[config.mk]
export PLATFORM = sky130hd
export DESIGN_NAME = fifo_write_arbiter
export DESIGN_NICKNAME = d
export VERILOG_FILES = /design/src/rtl/fifo_arb_pkg.sv /design/src/rtl/rr_picker.sv /design/src/rtl/fifo_write_arbiter.sv
export SDC_FILE = /design/constraint.sdc
export NUM_CORES = 1
export LEC_CHECK = 0
export CAP_MARGIN = 20
export CORE_UTILIZATION = 30
export CTS_CLUSTER_DIAMETER = 100
export CTS_CLUSTER_SIZE = 25
export DETAILED_ROUTE_END_ITERATION = 8
export DONT_BUFFER_PORTS = 1
export PLACE_DENSITY = 0.42
export SLEW_MARGIN = 30
export SYNTH_ARGS = -nofsm -noshare
export SYNTH_HDL_FRONTEND = slang
export SYNTH_HIERARCHICAL = 1
export SYNTH_SLANG_ARGS = --single-unit
[constraint.sdc]
create_clock -name clock -period 2.9 [get_ports clock]
set_clock_uncertainty 0.1 [all_clocks]
set_input_delay 0 -clock clock [delete_from_list [all_inputs] [get_ports clock]]
set_output_delay 0 -clock clock [all_outputs]
set_load 0.1 [all_outputs]
[src/rtl/fifo_arb_pkg.sv]
// rtl/fifo_arb_pkg.sv - shared types and default constants for the FIFO write arbiter
package fifo_arb_pkg;

  typedef enum logic {
    IDLE  = 1'b0,
    BURST = 1'b1
  } arb_state_t;

  localparam int DEFAULT_DATA_WIDTH = 8;
  localparam int DEFAULT_NUM_REQ    = 4;
  localparam int DEFAULT_MAX_BURST  = 4;
  localparam int BEAT_WIDTH         = 5;
  localparam int COUNT_WIDTH        = 16;

endpackage

[src/rtl/rr_picker.sv]
// rtl/rr_picker.sv - round-robin search for the first valid requester from rr_ptr
module rr_picker #(
  parameter int NUM_REQ = 4,
  parameter int ID_W    = $clog2(NUM_REQ)
) (
  input  logic [NUM_REQ-1:0] valid,
  input  logic [ID_W-1:0]    rr_ptr,
  output logic [ID_W-1:0]    sel,
  output logic               found
);

  logic [ID_W-1:0] idx;

  // Walk the offsets from farthest to nearest so the nearest valid requester wins.
  always_comb begin
    sel   = rr_ptr;
    found = 1'b0;
    idx   = rr_ptr;
    for (int i = NUM_REQ - 1; i >= 0; i--) begin
      idx = ID_W'((int'(rr_ptr) + i) % NUM_REQ);
      if (valid[idx]) begin
        sel   = idx;
        found = 1'b1;
      end
    end
  end

endmodule

[src/rtl/fifo_write_arbiter.sv]
// rtl/fifo_write_arbiter.sv - round-robin burst arbiter feeding a single FIFO write port
module fifo_write_arbiter
  import fifo_arb_pkg::*;
#(
  parameter int DATA_WIDTH = DEFAULT_DATA_WIDTH,
  parameter int NUM_REQ    = DEFAULT_NUM_REQ,
  parameter int MAX_BURST  = DEFAULT_MAX_BURST
) (
  input  logic                            clock,
  input  logic                            reset,
  input  logic [NUM_REQ-1:0]              req_valid,
  input  logic [NUM_REQ*DATA_WIDTH-1:0]   req_data,
  output logic [NUM_REQ-1:0]              req_ready,
  input  logic                            fifo_full,
  output logic                            fifo_write_enable,
  output logic [DATA_WIDTH-1:0]           fifo_write_data,
  output logic [$clog2(NUM_REQ)-1:0]      grant_id,
  output logic                            busy,
  output logic [NUM_REQ*COUNT_WIDTH-1:0]  grant_count
);

  localparam int ID_W = $clog2(NUM_REQ);

  arb_state_t            state, state_nxt;
  logic [ID_W-1:0]       owner, owner_nxt;
  logic [ID_W-1:0]       rr_ptr, rr_ptr_nxt;
  logic [BEAT_WIDTH-1:0] beat_cnt, beat_nxt, beat_inc;
  logic [ID_W-1:0]       pick_sel, sel;
  logic                  pick_found, active, xfer;

  function automatic logic [ID_W-1:0] wrap_inc(input logic [ID_W-1:0] v);
    return (int'(v) == NUM_REQ - 1) ? '0 : v + ID_W'(1);
  endfunction

  rr_picker #(
    .NUM_REQ (NUM_REQ),
    .ID_W    (ID_W)
  ) u_rr_picker (
    .valid  (req_valid),
    .rr_ptr (rr_ptr),
    .sel    (pick_sel),
    .found  (pick_found)
  );

  // The owner keeps the grant for the whole burst; otherwise the picker decides.
  assign sel      = (state == BURST) ? owner : pick_sel;
  assign active   = !reset && ((state == BURST) || pick_found);
  assign beat_inc = beat_cnt + BEAT_WIDTH'(1);
  assign busy     = (state == BURST);
  assign grant_id = sel;

  // Only the selected requester may see ready, and only while the FIFO has room.
  always_comb begin
    req_ready = '0;
    if (active && !fifo_full) req_ready[sel] = 1'b1;
  end

  assign xfer              = req_valid[sel] && req_ready[sel];
  assign fifo_write_enable = xfer;

  // Steer the selected requester's data slice onto the FIFO port.
  always_comb begin
    fifo_write_data = '0;
    for (int i = 0; i < NUM_REQ; i++) begin
      if (sel == ID_W'(i)) fifo_write_data = req_data[i*DATA_WIDTH +: DATA_WIDTH];
    end
  end

  // Burst bookkeeping: open on first beat, close on MAX_BURST or when the owner drops valid.
  always_comb begin
    state_nxt  = state;
    owner_nxt  = owner;
    rr_ptr_nxt = rr_ptr;
    beat_nxt   = beat_cnt;
    case (state)
      IDLE: begin
        if (xfer) begin
          if (MAX_BURST > 1) begin
            state_nxt = BURST;
            owner_nxt = sel;
            beat_nxt  = BEAT_WIDTH'(1);
          end else begin
            rr_ptr_nxt = wrap_inc(sel);
          end
        end
      end
      BURST: begin
        if (!req_valid[owner]) begin
          state_nxt  = IDLE;
          rr_ptr_nxt = wrap_inc(owner);
          beat_nxt   = '0;
        end else if (xfer) begin
          if (beat_inc == BEAT_WIDTH'(MAX_BURST)) begin
            state_nxt  = IDLE;
            rr_ptr_nxt = wrap_inc(owner);
            beat_nxt   = '0;
          end else begin
            beat_nxt = beat_inc;
          end
        end
      end
      default: state_nxt = IDLE;
    endcase
  end

  // Arbiter state register; reset restarts arbitration at requester 0.
  always_ff @(posedge clock or posedge reset) begin
    if (reset) begin
      state    <= IDLE;
      owner    <= '0;
      rr_ptr   <= '0;
      beat_cnt <= '0;
    end else begin
      state    <= state_nxt;
      owner    <= owner_nxt;
      rr_ptr   <= rr_ptr_nxt;
      beat_cnt <= beat_nxt;
    end
  end

  for (genvar g = 0; g < NUM_REQ; g++) begin : g_count
    logic [COUNT_WIDTH-1:0] cnt;

    // Saturating per-requester beat counter.
    always_ff @(posedge clock or posedge reset) begin
      if (reset) begin
        cnt <= '0;
      end else if (xfer && (sel == ID_W'(g)) && (cnt != {COUNT_WIDTH{1'b1}})) begin
        cnt <= cnt + COUNT_WIDTH'(1);
      end
    end

    assign grant_count[g*COUNT_WIDTH +: COUNT_WIDTH] = cnt;
  end

endmodule

Word-level counts from Yosys, hierarchy flattened
Index checks and enable logic that the tools add are counted.
{ "word_totals": {"regBits": 74, "in_bits": 39, "out_inout_bits": 80} }
{ "op_classes": {"n_addsub": 9, "n_lt_le_gt_ge": 7, "n_eq_ne": 12, "n_mux": 45, "bitwise": 1, "n_reduce_logical": 19} }
{ "op_table": {"columns": ["op", "count"], "rows": [
  ["$add A16 B1 Y16 const B", 4],
  ["$ne A16 B16 Y1 const B", 4],
  ["$mux W8", 4],
  ["$mux W2", 10],
  ["$mux W5", 4],
  ["$lt A2 B3 Y1 const B", 6],
  ["$mux W1", 16],
  ["$bmux W1 S2", 7],
  ["$logic_and A1 B1 Y1", 12],
  ["$pmux W5 S2", 1],
  ["$add A5 B1 Y5 const B", 1],
  ["$eq A5 B3 Y1 const B", 1],
  ["$add A2 B1 Y2 const B", 2],
  ["$add A2 B2 Y2 const B", 2],
  ["$eq A2 B1 Y1 const B", 2],
  ["$eq A2 B2 Y1 const B", 2],
  ["$mux W4", 1],
  ["$reduce_and A2 Y1", 2],
  ["$ne A3 B2 Y1 const B", 1],
  ["$ne A3 B3 Y1 const B", 1],
  ["$reduce_and A3 Y1", 1],
  ["$demux W1 S2", 1],
  ["$ge A2 B1 Y1 const B", 1],
  ["$logic_not A1 Y1", 2],
  ["5 further kinds", 5]
]} }

Longest topological paths before layout
Gate-level depths: netlist of run 1.
{ "depth": {"ltp_word": 19, "mapped_depth": 10} }

By module
Netlist of run 1, hierarchy kept.
{ "modules_own_cells": {"columns": ["mod", "instances", "cells_each", "area_each_um2"], "rows": [
  ["fifo_write_arbiter", 1, 435, 4364.2],
  ["rr_picker", 1, 16, 100.1]
]} }

Worst setup path after synthesis of run 1
OpenSTA, ideal clock, no wires.
{ "synth_timing": {"path_type": "register -> output", "from": "register state, in the netlist busy", "to": "output fifo_write_data[0]", "arrival_ns": 4.279, "slack_ns": -1.479, "stages_incl_launch_ff": 5, "n_path_buf": 1, "cell_sequence": "dfrtp_1 buf_6 mux2i_1 clkinv_1 a31oi_1"} }
{ "synth_via": {"elab_chain_len": 6} }
{ "synth_lines": {"columns": ["item", "line", "rtl"], "rows": [
  ["start, declared", "fifo_write_arbiter.sv:24", "arb_state_t state, state_nxt;"],
  ["start signal, assigned", "fifo_write_arbiter.sv:114", "state <= state_nxt;"],
  ["$mux W2 *", "fifo_write_arbiter.sv:46", "assign sel = (state == BURST) ? owner : pick_sel;"],
  ["via grant_id[0]", "fifo_write_arbiter.sv:17", "output logic [$clog2(NUM_REQ)-1:0] grant_id,"],
  ["$logic_not A2 Y1", "fifo_write_arbiter.sv:65", "if (sel == ID_W'(i)) fifo_write_data = req_data[i*DATA_WIDTH +: DATA_WIDTH];"],
  ["$mux W8 (3 in a row)", "fifo_write_arbiter.sv:65", null],
  ["$mux W8 *", "fifo_write_arbiter.sv:65", null],
  ["end, declared", "fifo_write_arbiter.sv:16", "output logic [DATA_WIDTH-1:0] fifo_write_data,"]
]} }
The timed path passes the listed nets; every way through them passes the cells marked *.

Final worst setup path of run 1
{ "layout_timing": {"from": "register rr_ptr[0]", "to": "register rr_ptr[0]"} }
{ "layout_via": {"elab_chain_len": 18} }
{ "layout_lines": {"columns": ["item", "line", "rtl"], "rows": [
  ["start, declared", "fifo_write_arbiter.sv:26", "logic [ID_W-1:0] rr_ptr, rr_ptr_nxt;"],
  ["start signal, assigned", "fifo_write_arbiter.sv:116", "rr_ptr <= rr_ptr_nxt;"],
  ["$add A2 B2 Y2", "rr_picker.sv:20", "idx = ID_W'((int'(rr_ptr) + i) % NUM_REQ);"],
  ["$bmux W1 S2", "rr_picker.sv:21", "if (valid[idx]) begin"],
  ["$mux W1 (implied by the code)", "rr_picker.sv:21", null],
  ["$mux W2 (3 in a row)", "rr_picker.sv:21", null],
  ["$mux W2 *", "rr_picker.sv:21", null],
  ["via pick_sel[0]", "fifo_write_arbiter.sv:28", "logic [ID_W-1:0] pick_sel, sel;"],
  ["$mux W2 *", "fifo_write_arbiter.sv:46", null],
  ["$lt A2 B3 Y1 (implied by the code) / $ge A2 B1 Y1 (equally long branches)", "fifo_write_arbiter.sv:55", "if (active && !fifo_full) req_ready[sel] = 1'b1;"],
  ["$logic_and A1 B1 Y1 (implied by the code)", "fifo_write_arbiter.sv:55", null],
  ["$mux W1 (implied by the code)", "fifo_write_arbiter.sv:55", null],
  ["$demux W1 S2", "fifo_write_arbiter.sv:55", null],
  ["$mux W4", "fifo_write_arbiter.sv:55", null],
  ["$bmux W1 S2", "fifo_write_arbiter.sv:58", "assign xfer = req_valid[sel] && req_ready[sel];"],
  ["$mux W1 (implied by the code)", "fifo_write_arbiter.sv:58", null],
  ["$logic_and A1 B1 Y1 *", "fifo_write_arbiter.sv:58", null],
  ["$ne A3 B3 Y1 (no source line) *", null, null],
  ["$reduce_and A3 Y1 (no source line) *", null, null]
]} }
The timed path passes the listed nets; every way through them passes the cells marked *. The select of a mux whose other input is x is not followed.
A chain may end at the register's enable or synchronous reset.

==> results.json, run 1 <==
{
  "dieArea_sq_um": 15400,
  "cp.required_ps": 3080,
  "design.core.area_sq_um": 14500,
  "pwr-share-comb_pct": 62.4,
  "vias_per_cell": 5.16,
  "synthTopCellsByArea": "dfrtp_1 41%, xor2_1 6.5%, nand2_1 5.8%, nor4_2 4.2%, xnor2_1 3.5%",
  "max_cap_viol_count": 0,
  "synth-seq-cells": 74,
  "ant_nets": 0,
  "fp.dieH_um": 124,
  "crit_path_max_incr_delay_ps": 400,
  "holdPathEnd": "beat_cnt[3]",
  "synth_cell_types": 63,
  "crit_type": "reg2reg",
  "setup_slack_ps": 172,
  "r2r_end": "rr_ptr[0]",
  "die_w_um": 124,
  "slew_headroom_pct": 53.3,
  "cts_buffers": 9,
  "cts.clk_slew.worst_paths_ps": 60,
  "status": "finished clean",
  "cts_root_buf": "clkbuf_16",
  "ff2ff_path_depth": 9,
  "cts_buffer_depth": 2,
  "path_buf_inv": 1,
  "fin_nets": 600,
  "drc": 0,
  "power.internal_w": 0.00292,
  "switching_share_pct": 53.3,
  "cp-start-kind": "flip-flop",
  "ioPinCount": 119,
  "drv_slew": 0,
  "timing.rr.start": "rr_ptr[0]",
  "htreeDepth": 3,
  "synth_warnings": 6,
  "irDropWorstVdd_uv": 1010,
  "p_switching_w": 0.00333,
  "sequentialPowerShare_pct": 20.9,
  "grt_pass1_wl_um": 19000,
  "gp_congestion": 0.807,
  "min-delay-path-class": "in2reg",
  "fin_tns_setup_ps": 0,
  "end_kind": "flip-flop",
  "tightestPinTransition_ps": 700,
  "drtPass1Iterations": 4,
  "hp-start": "req_valid[2]",
  "synth.avg_cell_area_sq_um": 9.90,
  "yosysSeqAreaShare_pct": 41.5,
  "fmax_ghz": 0.367,
  "design_area_sq_um": 5940,
  "dpl_cell_area_sq_um": 5560,
  "async_flop_share_pct": 100,
  "synth.most_common_cell": "dfrtp_1",
  "syn_inst": 451,
  "pwr-share-clk_pct": 16.7,
  "rows": 44,
  "dp_cells": 717,
  "synth_edf_count": 0,
  "min_period_ps": 2730,
  "clock_sinks": 74,
  "pre_cts_ws_ps": 137,
  "io_buffers": 0,
  "crit_chain": "and2b_1, o21ai_0, o221a_2, nor3b_2, o21bai_2, nand4_4, buf_4, o41ai_2, a31o_2",
  "insertion_delay_ps": 350,
  "wl_um": 11700,
  "place_hpwl_um": 8600,
  "via_count": 3838,
  "period_share_pct": 94.1,
  "hold_viol": 0,
  "antenna_found_initial": 0,
  "final_cells": 744,
  "drtIter0Drc": 223,
  "arrival_ps": 2910,
  "final_layout_size_suffix_gt1_share_pct": 32.0,
  "synth.largest_area_cell": "dfrtp_1",
  "tritoncts": "built",
  "synth_top_area_share_pct": 41.5,
  "hold_path_depth": 4,
  "path_max_fanout": 17,
  "grtUsageTotal_pct": 16.1,
  "hold-worst-slack_ps": 22.2,
  "synth_flop_cell": "dfrtp_1",
  "reg2reg_slack_ps": 170,
  "initial_utilization_pct": 30.7,
  "setup_viol": 0,
  "antenna_cells": 0,
  "wire_per_inst_um": 15.7,
  "path_delay_family": "compound AO/OA/AOI/OAI gates",
  "rsz0062_at_grt": "false",
  "grt_overflow": 0,
  "synth_nets": 496,
  "grt_max_degree": 45,
  "p_leak_nw": 2.72,
  "critPathSlowestCell": "o41ai_2",
  "synthTopCellsByCount": "74 x dfrtp_1, 69 x nand2_1, 33 x xor2_1, 28 x nand3_1, 24 x nor2_1",
  "grt_pass1_vias": 3760,
  "synth_area_sq_um": 4460,
  "p_per_area_nw_per_um2": 1050,
  "synthToLayoutAreaGrowth_pct": 33.0
}
## logic make-up (layout without fill, tap and decap cells)
logic type	count (synthesis)	in the layout	synth area share [%]
fa+ha+maj	6	6	1.68
buf+inv	23	132	3.05
simple gates	233	233	30.8
mux	17	17	4.51
xor+xnor	51	51	10.0
compound gates	47	47	8.49
flops	74	74	41.5
## final cells by class
type                       count  area [sq um]
tap                          184           230
clock buffer                  11           233
fill                        1448          8600
inverter                      11          42.5
clock inverter                 5          38.8
multi-input combinational    354          2630
sequential                    74          1850
timing repair buffer         105           911
## worst max-delay path by stage
| stage | from | endpoint | slack [ps] | depth (start not counted) |
|---|---|---|---|---|
| 2_1_floorplan | busy | fifo_write_data[0] | 20 | 4 |
| 3_3_place_gp | rr_ptr[0] | g_count[2].cnt[6] | 180 | 8 |
| 3_5_place_dp | rr_ptr[0] | g_count[2].cnt[6] | 140 | 8 |
| 4_1_cts | rr_ptr[0] | fifo_write_data[2] | 90 | 9 |
| 5_1_grt | rr_ptr[0] | fifo_write_data[1] | 10 | 9 |
| 6_report | rr_ptr[0] | rr_ptr[0] | 170 | 9 |
## metrics by stage
step,util [%],total power (W)
after floorplan,-,0.00418
after global routing,40.9,0.00655
after CTS,40.4,0.00627
final,40.9,0.00626
after detailed placement,38.2,0.00520
after global placement,38.2,0.00517
## per-layer routing
metal  global-route usage (%)  up-vias  routed length, um
li1                         -     1856                  -
met1                     20.1     1880               5200
met2                     25.3       90               5500
met3                     6.64       12                871
met4                     4.61        0                134
met5                        0        -                  0
## flip-flops by register name, summed over array words and instances (netlist names)
name         flops
owner            2
g_count.cnt     64
beat_cnt         5
busy             1
rr_ptr           2
## cell usage in the layout (no fill, tap or decap), types with 8 or more instances in the layout
cell / instances
xor2_1: 33
clkbuf_16: 9
nand4_1: 16
nand3_1: 28
nor2_1: 21
and3_1: 16
and4_1: 8
dfrtp_1: 73
buf_4: 92
xnor2_1: 18
a31oi_4: 8
nand2_1: 68
nor3_1: 13
buf_12: 9
nor4_2: 15
## power by group through the flow
stage | combinational (W) | sequential [W] | clock [W]
detailed placement | 0.00387 | 0.00133 | 0
floorplan | 0.00222 | 0.00196 | 0
finish | 0.00390 | 0.00131 | 0.00105
CTS | 0.00389 | 0.00131 | 0.00108
global placement | 0.00385 | 0.00133 | 0
global route | 0.00410 | 0.00134 | 0.00112
## worst min-delay path, delay by kind of cell
kind | cells | cell delay (ps)
AO/OA/AOI/OAI | 3 | 260
AND/OR/NAND/NOR | 1 | 160
## what timing repair did
| item | in CTS | in global routing |
|---|---|---|
| hold buffers | 4 | 0 |
| gates resized for setup | 0 | 3 |
| setup buffers | 0 | 7 |
| endpoints found under the hold margin | 41 | 0 |
| endpoints found under the setup margin | 0 | 19 |
Note: power is estimated with default switching activity, not from simulation.
==> run 2: changes to the inputs <==
CORE_MARGIN = 10   (was not set)
GPL_TIMING_DRIVEN = 0   (was not set)
==> results.json, run 2 (same netlist as run 1, synthesis figures left out) <==
{
  "hold_viol": 0,
  "antenna_cells": 0,
  "min_period_ps": 2930,
  "tritoncts": "built",
  "ff2ff_path_depth": 4,
  "min-delay-path-class": "in2reg",
  "gp_congestion": 0.771,
  "regMostFlops": "g_count.cnt",
  "slew_headroom_pct": 30.7,
  "rows": 44,
  "tightestPinTransition_ps": 1040,
  "wl_um": 12700,
  "place_hpwl_um": 9390,
  "final_layout_size_suffix_gt1_share_pct": 32.9,
  "drtIter0Drc": 149,
  "initial_utilization_pct": 30.7,
  "end_kind": "output port",
  "synthToLayoutAreaGrowth_pct": 25.8,
  "arrival_ps": 2830,
  "timing.rr.start": "g_count[3].cnt[13]",
  "p_leak_nw": 2.31,
  "ioPinCount": 119,
  "vias_per_cell": 5.35,
  "wire_per_inst_um": 18.9,
  "rsz0062_at_grt": "true",
  "crit_type": "reg2out",
  "via_count": 3593,
  "fp.dieH_um": 142,
  "design_area_sq_um": 5620,
  "violations": "setup timing",
  "drv_slew": 0,
  "grt_pass1_wl_um": 20300,
  "htreeDepth": 3,
  "design.core.area_sq_um": 14500,
  "mostFrequentLayoutCell": "nand2_1",
  "insertion_delay_ps": 340,
  "drc": 0,
  "cts_root_buf": "clkbuf_16",
  "largest_reg_flops": 64,
  "reg2reg_slack_ps": 100,
  "ant_nets": 0,
  "grt_max_degree": 40,
  "irDropWorstVdd_uv": 666,
  "grt_pass1_vias": 3723,
  "io_buffers": 0,
  "grt_overflow": 0,
  "status": "complete, but fails checks",
  "dpl_cell_area_sq_um": 4880,
  "dieArea_sq_um": 20200,
  "cp-start-kind": "flip-flop",
  "period_share_pct": 101,
  "die_w_um": 142,
  "crit_start": "rr_ptr[1]",
  "cp.required_ps": 2800,
  "reg_top3": "g_count.cnt x64, beat_cnt x5",
  "fmax_ghz": 0.341,
  "antenna_found_initial": 0,
  "post-route-util_pct": 38.6,
  "layout_common_cells": "58 x nand2_1, 41 x dfrtp_1, 33 x xor2_1",
  "drtPass1Iterations": 5,
  "setup_slack_ps": -34.8,
  "r2r_end": "g_count[3].cnt[1]",
  "grtUsageTotal_pct": 12.5,
  "setup_viol": 1,
  "fin_nets": 527,
  "clock_sinks": 74,
  "cts_buffer_depth": 2,
  "max_cap_viol_count": 0,
  "crit_end": "fifo_write_data[6]",
  "p_per_area_nw_per_um2": 1120,
  "cts_buffers": 9,
  "cts.clk_slew.worst_paths_ps": 50,
  "path_max_fanout": 6
}
[run 2: cell types whose count changed in the layout (fill, tap and decap cells not counted), sizes merged]
cell      previous run  this run
buf                101        24
bufinv               0         3
clkbuf              11        15
clkinv               4         3
clkinvlp             1         0
inv                 11        10
[run 2: worst min-delay path by stage]
| stage | endpoint | startpoint | depth (start not counted) | slack [ps] |
|---|---|---|---|---|
| after floorplan | g_count[2].cnt[4] | req_valid[2] | 3 | 220 |
| after global placement | fifo_write_data[7] | req_data[7] | 3 | 260 |
| after detailed placement | g_count[2].cnt[10] | reset | 1 | -160 |
| after CTS | beat_cnt[3] | req_valid[0] | 5 | 50 |
| after global routing | owner[0] | req_valid[1] | 2 | 60 |
| final | owner[0] | req_valid[1] | 2 | 50 |
[run 2: layer usage]
metal  GRT usage, %  vias up  part of all wire, %
met5              0        -                    0
li1               -     1707                    -
met1           14.4     1756                   41
met3           6.17       21                  9.4
met4           3.82        0                  1.9
met2           20.1      109                   47
[run 2: layout make-up]
type | count | area (sq um)
plain buffers | 12 | 119
clock buffers | 12 | 246
clock inverters | 4 | 98.8
fillers | 1459 | 8920
inverters | 11 | 63.8
multi-input cells | 354 | 2770
flip-flops and latches | 74 | 1900
well taps | 184 | 230
repair buffers | 19 | 193
repair inverters | 1 | 5.00
[run 2: where the power goes]
| group | switching (W) | total [W] | internal [W] |
|---|---|---|---|
| combinational | 0.00206 | 0.00296 | 0.000900 |
| clock | 0.000441 | 0.00131 | 0.000867 |
| sequential | 0.000870 | 0.00204 | 0.00117 |
[run 2: what timing repair did]
item,4_1_cts,5_1_grt
resized for setup,35,31
buffers inserted,5,8
hold buffers,4,0
endpoints found under the setup margin,26,29
cloned,2,0
endpoints found under the hold margin,84,0
pin swaps,8,14
[run 2: metrics by stage]
step	hold WS (ps)	setup WS, ps	TNS (ps)	total power [W]	instances
floorplan	215	22.4	0	0.00418	451
global placement	255	-477	-9690	0.00452	635
detailed placement	-164	-455	-4260	0.00458	636
CTS	47.3	-58.8	-85.5	0.00627	663
global route	61.0	-119	-664	0.00658	671
finish	45.8	-34.8	-34.8	0.00630	671
[run 2: critical path, stage by stage (launching register included)]
cell and delay, ps:
dfrtp_1 440, and3b_1 220, or4_4 490, nand2_4 120, mux2i_4 90, inv_4 110, buf_12 190, nand2_2 60
and3_4 170, a31oi_4 610
